## src/rtl/uc_multiciclo.sv

```systemverilog
// Multi-cycle control unit: sequences FETCH/DECODE/EXEC/MEM/WB, owns pc and the retired counter.
// Optional macro UC_ILLEGAL_TRAP_EN: illegal opcodes trap instead of retiring as NOPs.
module uc_multiciclo #(
  parameter int OP_W    = 4,
  parameter int PC_W    = 64,
  parameter int PC_STEP = 4,
  parameter int MEM_LAT = 1,
  parameter int CNT_W   = 32
) (
  input  logic             clk,
  input  logic             rst,
  input  logic             start,
  input  logic [OP_W-1:0]  opcode,
  output logic             we_ir,
  output logic             we_reg,
  output logic             we_mem,
  output logic             sel_b,
  output logic             sel_wb,
  output logic             alu_sub,
  output logic [PC_W-1:0]  pc,
  output logic [CNT_W-1:0] retired,
  output logic             busy,
  output logic             halted
`ifdef UC_ILLEGAL_TRAP_EN
  ,
  output logic             trap
`endif
);

  localparam int LC_W = (MEM_LAT > 1) ? $clog2(MEM_LAT) : 1;

  localparam logic [OP_W-1:0] OP_HALT  = OP_W'(0);
  localparam logic [OP_W-1:0] OP_LOAD  = OP_W'(1);
  localparam logic [OP_W-1:0] OP_STORE = OP_W'(2);
  localparam logic [OP_W-1:0] OP_ADD   = OP_W'(3);
  localparam logic [OP_W-1:0] OP_SUB   = OP_W'(4);
  localparam logic [OP_W-1:0] OP_ADDI  = OP_W'(5);
  localparam logic [OP_W-1:0] OP_SUBI  = OP_W'(6);

  typedef enum logic [2:0] {
    S_IDLE, S_FETCH, S_DECODE, S_EXEC, S_MEM, S_WB, S_HALTED, S_TRAP
  } state_t;

  state_t            state, state_d;
  logic [OP_W-1:0]   op_q;
  logic [PC_W-1:0]   pc_q;
  logic [CNT_W-1:0]  retired_q;
  logic [LC_W-1:0]   lat_cnt;

  logic retire, lat_load;
  logic we_ir_c, we_reg_c, we_mem_c;
  logic sel_b_c, sel_wb_c, alu_sub_c;

  // Next-state and write-enable logic.
  always_comb begin
    // NOTE: every output of this block gets a default first, so no path can infer a latch.
    state_d  = state;
    retire   = 1'b0;
    lat_load = 1'b0;
    we_ir_c  = 1'b0;
    we_reg_c = 1'b0;
    we_mem_c = 1'b0;
    unique case (state)
      S_IDLE:   if (start) state_d = S_FETCH;
      S_FETCH: begin
        we_ir_c = 1'b1;
        state_d = S_DECODE;
      end
      S_DECODE: begin
        if (opcode == OP_HALT) begin
          state_d = S_HALTED;
        end else if (opcode <= OP_SUBI) begin
          state_d = S_EXEC;
        end else begin
`ifdef UC_ILLEGAL_TRAP_EN
          state_d = S_TRAP;
`else
          retire  = 1'b1;
          state_d = S_FETCH;
`endif
        end
      end
      S_EXEC: begin
        if (op_q == OP_LOAD || op_q == OP_STORE) begin
          lat_load = 1'b1;
          state_d  = S_MEM;
        end else begin
          state_d  = S_WB;
        end
      end
      S_MEM: begin
        if (lat_cnt == '0) begin
          if (op_q == OP_STORE) begin
            we_mem_c = 1'b1;
            retire   = 1'b1;
            state_d  = S_FETCH;
          end else begin
            state_d  = S_WB;
          end
        end
      end
      S_WB: begin
        we_reg_c = 1'b1;
        retire   = 1'b1;
        state_d  = S_FETCH;
      end
      S_HALTED: state_d = S_HALTED;
      S_TRAP:   state_d = S_TRAP;
      default:  state_d = S_IDLE;
    endcase
  end

  // Datapath selects follow the latched opcode only while the instruction is in flight.
  always_comb begin
    sel_b_c   = 1'b0;
    sel_wb_c  = 1'b0;
    alu_sub_c = 1'b0;
    if (state == S_EXEC || state == S_MEM || state == S_WB) begin
      unique case (op_q)
        OP_ADD:  begin sel_b_c = 1'b1; sel_wb_c = 1'b1; end
        OP_SUB:  begin sel_b_c = 1'b1; sel_wb_c = 1'b1; alu_sub_c = 1'b1; end
        OP_ADDI: sel_wb_c = 1'b1;
        OP_SUBI: begin sel_wb_c = 1'b1; alu_sub_c = 1'b1; end
        default: ;
      endcase
    end
  end

  always_ff @(posedge clk) begin
    // NOTE: state registers use non-blocking assignments so every flop samples pre-edge values.
    if (rst) begin
      state     <= S_IDLE;
      op_q      <= '0;
      pc_q      <= '0;
      retired_q <= '0;
      lat_cnt   <= '0;
    end else begin
      state <= state_d;
      if (state == S_DECODE) op_q <= opcode;
      if (retire) begin
        pc_q      <= pc_q + PC_W'(PC_STEP);
        retired_q <= retired_q + CNT_W'(1);
      end
      if (lat_load)
        lat_cnt <= LC_W'(MEM_LAT - 1);
      else if (state == S_MEM && lat_cnt != '0)
        lat_cnt <= lat_cnt - LC_W'(1);
    end
  end

  // NOTE: outputs are forced low by rst combinationally, so no write escapes during the reset cycle.
  assign we_ir   = we_ir_c   & ~rst;
  assign we_reg  = we_reg_c  & ~rst;
  assign we_mem  = we_mem_c  & ~rst;
  assign sel_b   = sel_b_c   & ~rst;
  assign sel_wb  = sel_wb_c  & ~rst;
  assign alu_sub = alu_sub_c & ~rst;
  assign pc      = rst ? '0 : pc_q;
  assign retired = rst ? '0 : retired_q;
  assign busy    = ~rst & (state != S_IDLE) & (state != S_HALTED) & (state != S_TRAP);
  assign halted  = ~rst & (state == S_HALTED);
`ifdef UC_ILLEGAL_TRAP_EN
  assign trap    = ~rst & (state == S_TRAP);
`endif

endmodule

```

## config.mk

```make
export PLATFORM = sky130hd
export DESIGN_NAME = uc_multiciclo
export DESIGN_NICKNAME = d
export VERILOG_FILES = /design/src/rtl/uc_multiciclo.sv
export SDC_FILE = /design/constraint.sdc
export NUM_CORES = 1
export LEC_CHECK = 0
export BUFFER_PORTS_ARGS = -buffer_cell sky130_fd_sc_hd__buf_4
export CAP_MARGIN = 10
export CORE_MARGIN = 1
export CORE_UTILIZATION = 56
export DETAILED_ROUTE_END_ITERATION = 12
export PLACE_DENSITY = 0.82
export SLEW_MARGIN = 20
export SYNTH_ARGS = -nofsm -noshare
export SYNTH_HDL_FRONTEND = slang
export SYNTH_SLANG_ARGS = --single-unit
```

## constraint.sdc

```tcl
create_clock -name clk -period 3 [get_ports clk]
set_input_delay 0.3 -clock clk [delete_from_list [all_inputs] [get_ports clk]]
set_output_delay 0.3 -clock clk [all_outputs]
set_load 0.01 [all_outputs]
```

=== Yosys cells after proc, flatten, opt, wreduce, memory -nomap -nowiden ===
Index checks and enable logic that the tools add are counted.

* $add $sub $neg: 3
* Order comparisons: 1
* Equality and inequality tests: 17
* Mux-type cells: 25
* Bitwise gates (word level): 11
* Reduce and logical (&&, ||, !) cells: 12

{| class="wikitable"
|+ Operators by type and width
! cell !! number
|-
| $add 64x3->64 const B || 1
|-
| $mux 64 || 1
|-
| $add 32x1->32 const B || 1
|-
| $mux 32 || 1
|-
| $pmux 3 s8 || 1
|-
| $mux 1 || 16
|-
| $eq 3x3->1 const B || 4
|-
| $eq 4x3->1 const B || 3
|-
| $mux 3 || 4
|-
| $and 1x1->1 || 10
|-
| $eq 4x2->1 const B || 2
|-
| $eq 3x2->1 const B || 2
|-
| $ne 3x3->1 const B || 2
|-
| $reduce_or 2->1 || 3
|-
| $eq 4x1->1 const B || 1
|-
| $le 4x3->1 const B || 1
|-
| $logic_not 4->1 || 1
|-
| $ne 2x2->1 const B || 2
|-
| $reduce_or 4->1 || 1
|-
| $eq 3x1->1 const B || 1
|-
| $logic_not 3->1 || 1
|-
| $logic_or 1x1->1 || 3
|-
| $pmux 1 s3 || 1
|-
| $reduce_bool 3->1 || 1
|-
| other kinds (5) || 5
|}

* Register bits: 104
* Input port bits: 7
* Output and inout bits: 104
* Logic and storage cells: 74

=== Longest topological paths before layout ===
* Word-level depth: 5
* Gate-level depth with buffers: 8
* Mapped depth without buffers: 6

=== Least setup slack after synthesis ===
Ideal clock, no wire load.

* Path kind: register to register
* Start: register pc_q[14]
* End: register pc_q[59]
* Library setup time: 0.121 ns
* Arrival time: 2.023 ns
* Data required time: 2.879 ns
* Slack: 0.857 ns
* Cell stages (with the launch flop): 8
* Cell sequence: dfxtp_1 > and2_1 > clkbuf_2 > nand3_1 > or4_1 > buf_2 > nor4_1 > mux2_2

* Longest elaborated chain between the ends: 1

{| class="wikitable"
|+ RTL lines
! element !! line !! text
|-
| from (decl) || 46 || <nowiki>logic [PC_W-1:0] pc_q;</nowiki>
|-
| from (signal assigned) || 141 || <nowiki>pc_q <= pc_q + PC_W'(PC_STEP);</nowiki>
|-
| $add 64x3->64 || 141 ||
|}

Every way passes these cells.
A chain may end at the register's enable or synchronous reset.

=== Worst setup path after layout ===
* Start: register state[1]
* End: register pc_q[40]

* Longest elaborated chain between the ends: 2
* Elaborated cells between the ends (all ways): 4

{| class="wikitable"
|+ RTL lines
! element !! line !! text
|-
| from (decl) || 44 || <nowiki>state_t state, state_d;</nowiki>
|-
| from (signal assigned) || 138 || <nowiki>state <= state_d;</nowiki>
|-
| $eq 3x3->1 or $eq 3x2->1 (tied branches) || 63 || <nowiki>unique case (state)</nowiki>
|-
| $pmux 1 s3 * || 63 ||
|}

Mark *: on every way between the ends. The rest lies on a longest branch, timed or not.

==> impl_metrics.yaml <==
status:
  status: "complete, no violations"
worst_setup_path:
  cpMaxStageDelayCell: "or4_1"
  setup.worst_path.class: "reg -> reg"
  timing.critical_path.to_type: "flip-flop"
  critical_path_cell_count: 6
  crit_path_max_incr_delay_ns: 0.50
  crit_path_max_fanout: 18
  critPathTopFamily: "simple AND/OR/NAND/NOR gates"
  arrival_time_of_data_at_the_critical_path_endpoint_ns: 2.88
  worstSetupStartpointType: "flip-flop"
  worst-endpoint-required_ns: 3.30
  worst_r2r_path_depth: 6
  timing.critical_path.from: "state[1]$_SDFFE_PP0P_"
  worst_r2r_startpoint: "state[1]$_SDFFE_PP0P_"
  critical_path.n_buffers_inverters: 1
  cp_cell_sequence: "nor4b_1 > a21o_1 > o211ai_1 > buf_4 > or4_1 > a21oi_1"
sta:
  min_period_over_period_pct: 85.9
  final.min_clock_period_ns: 2.58
  report.final.hold_viol_count: 0
  setup_total_negative_slack_ns: 0
  setup_viol: 0
  timing.final.max_slew_violations: 0
  timing_worst_slew_pin_value_ns: 0.719
  achievable-frequency_mhz: 388
  unrepaired_setup_endpoints_after_global_routing: "no"
  final_setup_margin_ns: 0.424
  worst_hold_slack_ns: 0.189
  skew_ns: 0.0128
  worst_slew_margin_rel_pct: 51.6
clock_network:
  tritoncts_clock_tree: "built"
  clk_pin_slew_worst_paths_ns: 0.09
  cts_buffers: 9
  post_cts.resized_instances: 0
  ctsRootBufferMaster: "clkbuf_8"
  cts_setup_buffers: 0
  clock_latency_ns: 0.37
  clock_path_buffers: 2
  cts_num_sinks: 102
  cts_hold_buf: 0
  htreeDepth: 3
pwr:
  vdd_drop_max_uv: 264
  cellPowerDensity_mw_per_mm2: 392
  post-layout-total-power_mw: 2.73
  p_leak_nw: 2.64
synthesis:
  synth_adder_area_share_pct: 0.429
  synth_enable_flop_cells: 0
  synth.lib_cells_used.distinct: 56
  compound_gate_portion_of_the_synthesized_area_pct: 13.1
  syn-mean-instance-area_sq_um: 7.93
  synth_xor_area_share_pct: 6.01
  post_synth_instance_area_sq_mm: 0.00583
  yosys-mux-area-fraction_pct: 4.70
  yosys_warn_count: 0
  async_flop_share_pct: 0
  synth_top_flop_cell: "dfxtp_1"
  synth-seq-cells: 102
  synth_top_family_by_area: "simple AND/OR/NAND/NOR gates"
  synthesis.instances: 735
  post_synth_and_or_nand_nor_area_fraction_pct: 36.4
  synth_seq_area_share_pct: 35.0
die:
  die_area_sq_mm: 0.0108
  die_height_microns: 104
  core_area_sq_mm: 0.00995
  placement_rows: 36
  io_pins: 111
  chipWidth_microns: 104
  initial_utilization_pct: 58.6
placed_design:
  dp_hpwl_mm: 10.7
  place.detailed.instances: 944
  port_buffers: 108
  gpl.final_weighted_congestion: 0.840
  post_dp_cell_area_sq_mm: 0.00671
  detailedPlace.worstSlack_ns: 0.464
grt:
  grt_pass1_wl_mm: 24.9
  grt_overflow: 0
  grt_pass1_vias: 5278
  antenna_found_initial: 0
  grt.total_usage_pct: 27.6
  grt_max_degree: 63
cells_and_area:
  finalCoreUtilization_pct: 70.1
  layout_commonest_cell: "buf_4"
  antennaDiodeCount: 0
  design_area_sq_mm: 0.00697
  post_layout_net_count: 831
  drive_gt1_share_pct: 20.1
  layout_common_cells: "buf_4, dfxtp_1, nor2_1, nor2b_1, nand2_1"
  synthToLayoutAreaGrowth_pct: 19.6
  layoutNonFillerInstCount: 960
detailed_routing:
  count_of_nets_left_with_antenna_violations_after_detail_routing: 0
  dr.first_iter.drc_count: 349
  route.detailed.drc: 0
  wl_per_cell_microns: 15.6
  dr.pass1.iters: 5
  route.vias.total: 5718
  vias_per_cell: 5.96
  routed_wl_mm: 15.0
min_path:
  timing.hold.worst_path_depth: 3
  timing.hold.worst.class: "in -> reg"
  min-delay-start: "opcode[1]"
run:
  cap_violations: 0
[worst register-to-register path: cells and delay by family, from the launching register on]
kind	cells	cell delay, ns
AOI/OAI and AO/OA	3	0.88
DFF	1	0.48
buffers and inverters	1	0.25
and+or+nand+nor	2	0.91
[logic make-up after synthesis]
logic type | Yosys count
simple gates | 390
compound gates | 117
flops | 102
buf+inv | 58
xor+xnor | 40
mux | 25
fa+ha+maj | 2
other cells | 1
[layout make-up]
type | instances | area [sq um]
clock buffers | 10 | 128
clock inverters | 6 | 134
fillers | 824 | 2980
inverters | 10 | 37.5
multi-input cells | 576 | 3540
flip-flops and latches | 102 | 2040
well taps | 133 | 166
repair buffers | 123 | 923
[routing by layer]
metal | vias to the layer above | wire length (microns) | global-route usage [%]
li1 | 2801 | - | -
met1 | 2706 | 6670 | 36.0
met2 | 184 | 7180 | 46.0
met3 | 27 | 841 | 5.14
met4 | 0 | 259 | 8.88
met5 | - | 0 | 0
[Yosys cell counts (all sizes together), types with 2 or more instances]
cell	n	area (sq um)
a2111oi	10	87.6
nor2	94	353
or3	11	68.8
xor2	21	184
nand3	33	170
o31ai	13	97.6
mux2i	6	60.1
a21o	3	22.5
and4	5	43.8
nor2b	87	544
nor3	17	85.1
xnor2	19	166
or4	24	180
buf	19	103
a21oi	32	160
o211ai	9	72.6
or2	2	12.5
ha	2	25.0
nand2b	3	21.3
clkbuf	29	110
nand2	50	188
nor4	13	103
inv	10	37.5
mux2	19	214
a211oi	7	52.6
nand4	26	169
a31oi	2	12.5
and2	4	25.0
dfxtp	102	2040
o21ai	28	140
o2111ai	9	78.8
nor3b	3	33.8
and3	12	75.1
[worst paths after layout]
path | to | slack, ns
hold reg to reg | pc_q[29]$_SDFFE_PP0P_ | 0.51
hold / removal | op_q[1]$_SDFFE_PP0P_ | 0.19
setup / recovery | pc_q[40]$_SDFFE_PP0P_ | 0.42
setup reg to reg | pc_q[40]$_SDFFE_PP0P_ | 0.42
[state kept, by name, summed over array words and instances, names as in the netlist]
signal     count
pc_q          62
state          3
op_q           4
retired_q     32
lat_cnt        1
[where the power goes]
group	leakage [nW]	switching [mW]	internal (mW)	total, mW
registers	0.822	0.0352	1.37	1.40
clock network	0.130	0.481	0.639	1.12
logic	1.68	0.134	0.0760	0.210
total	2.64	0.650	2.08	2.73
(Power assumes the default switching activity.)
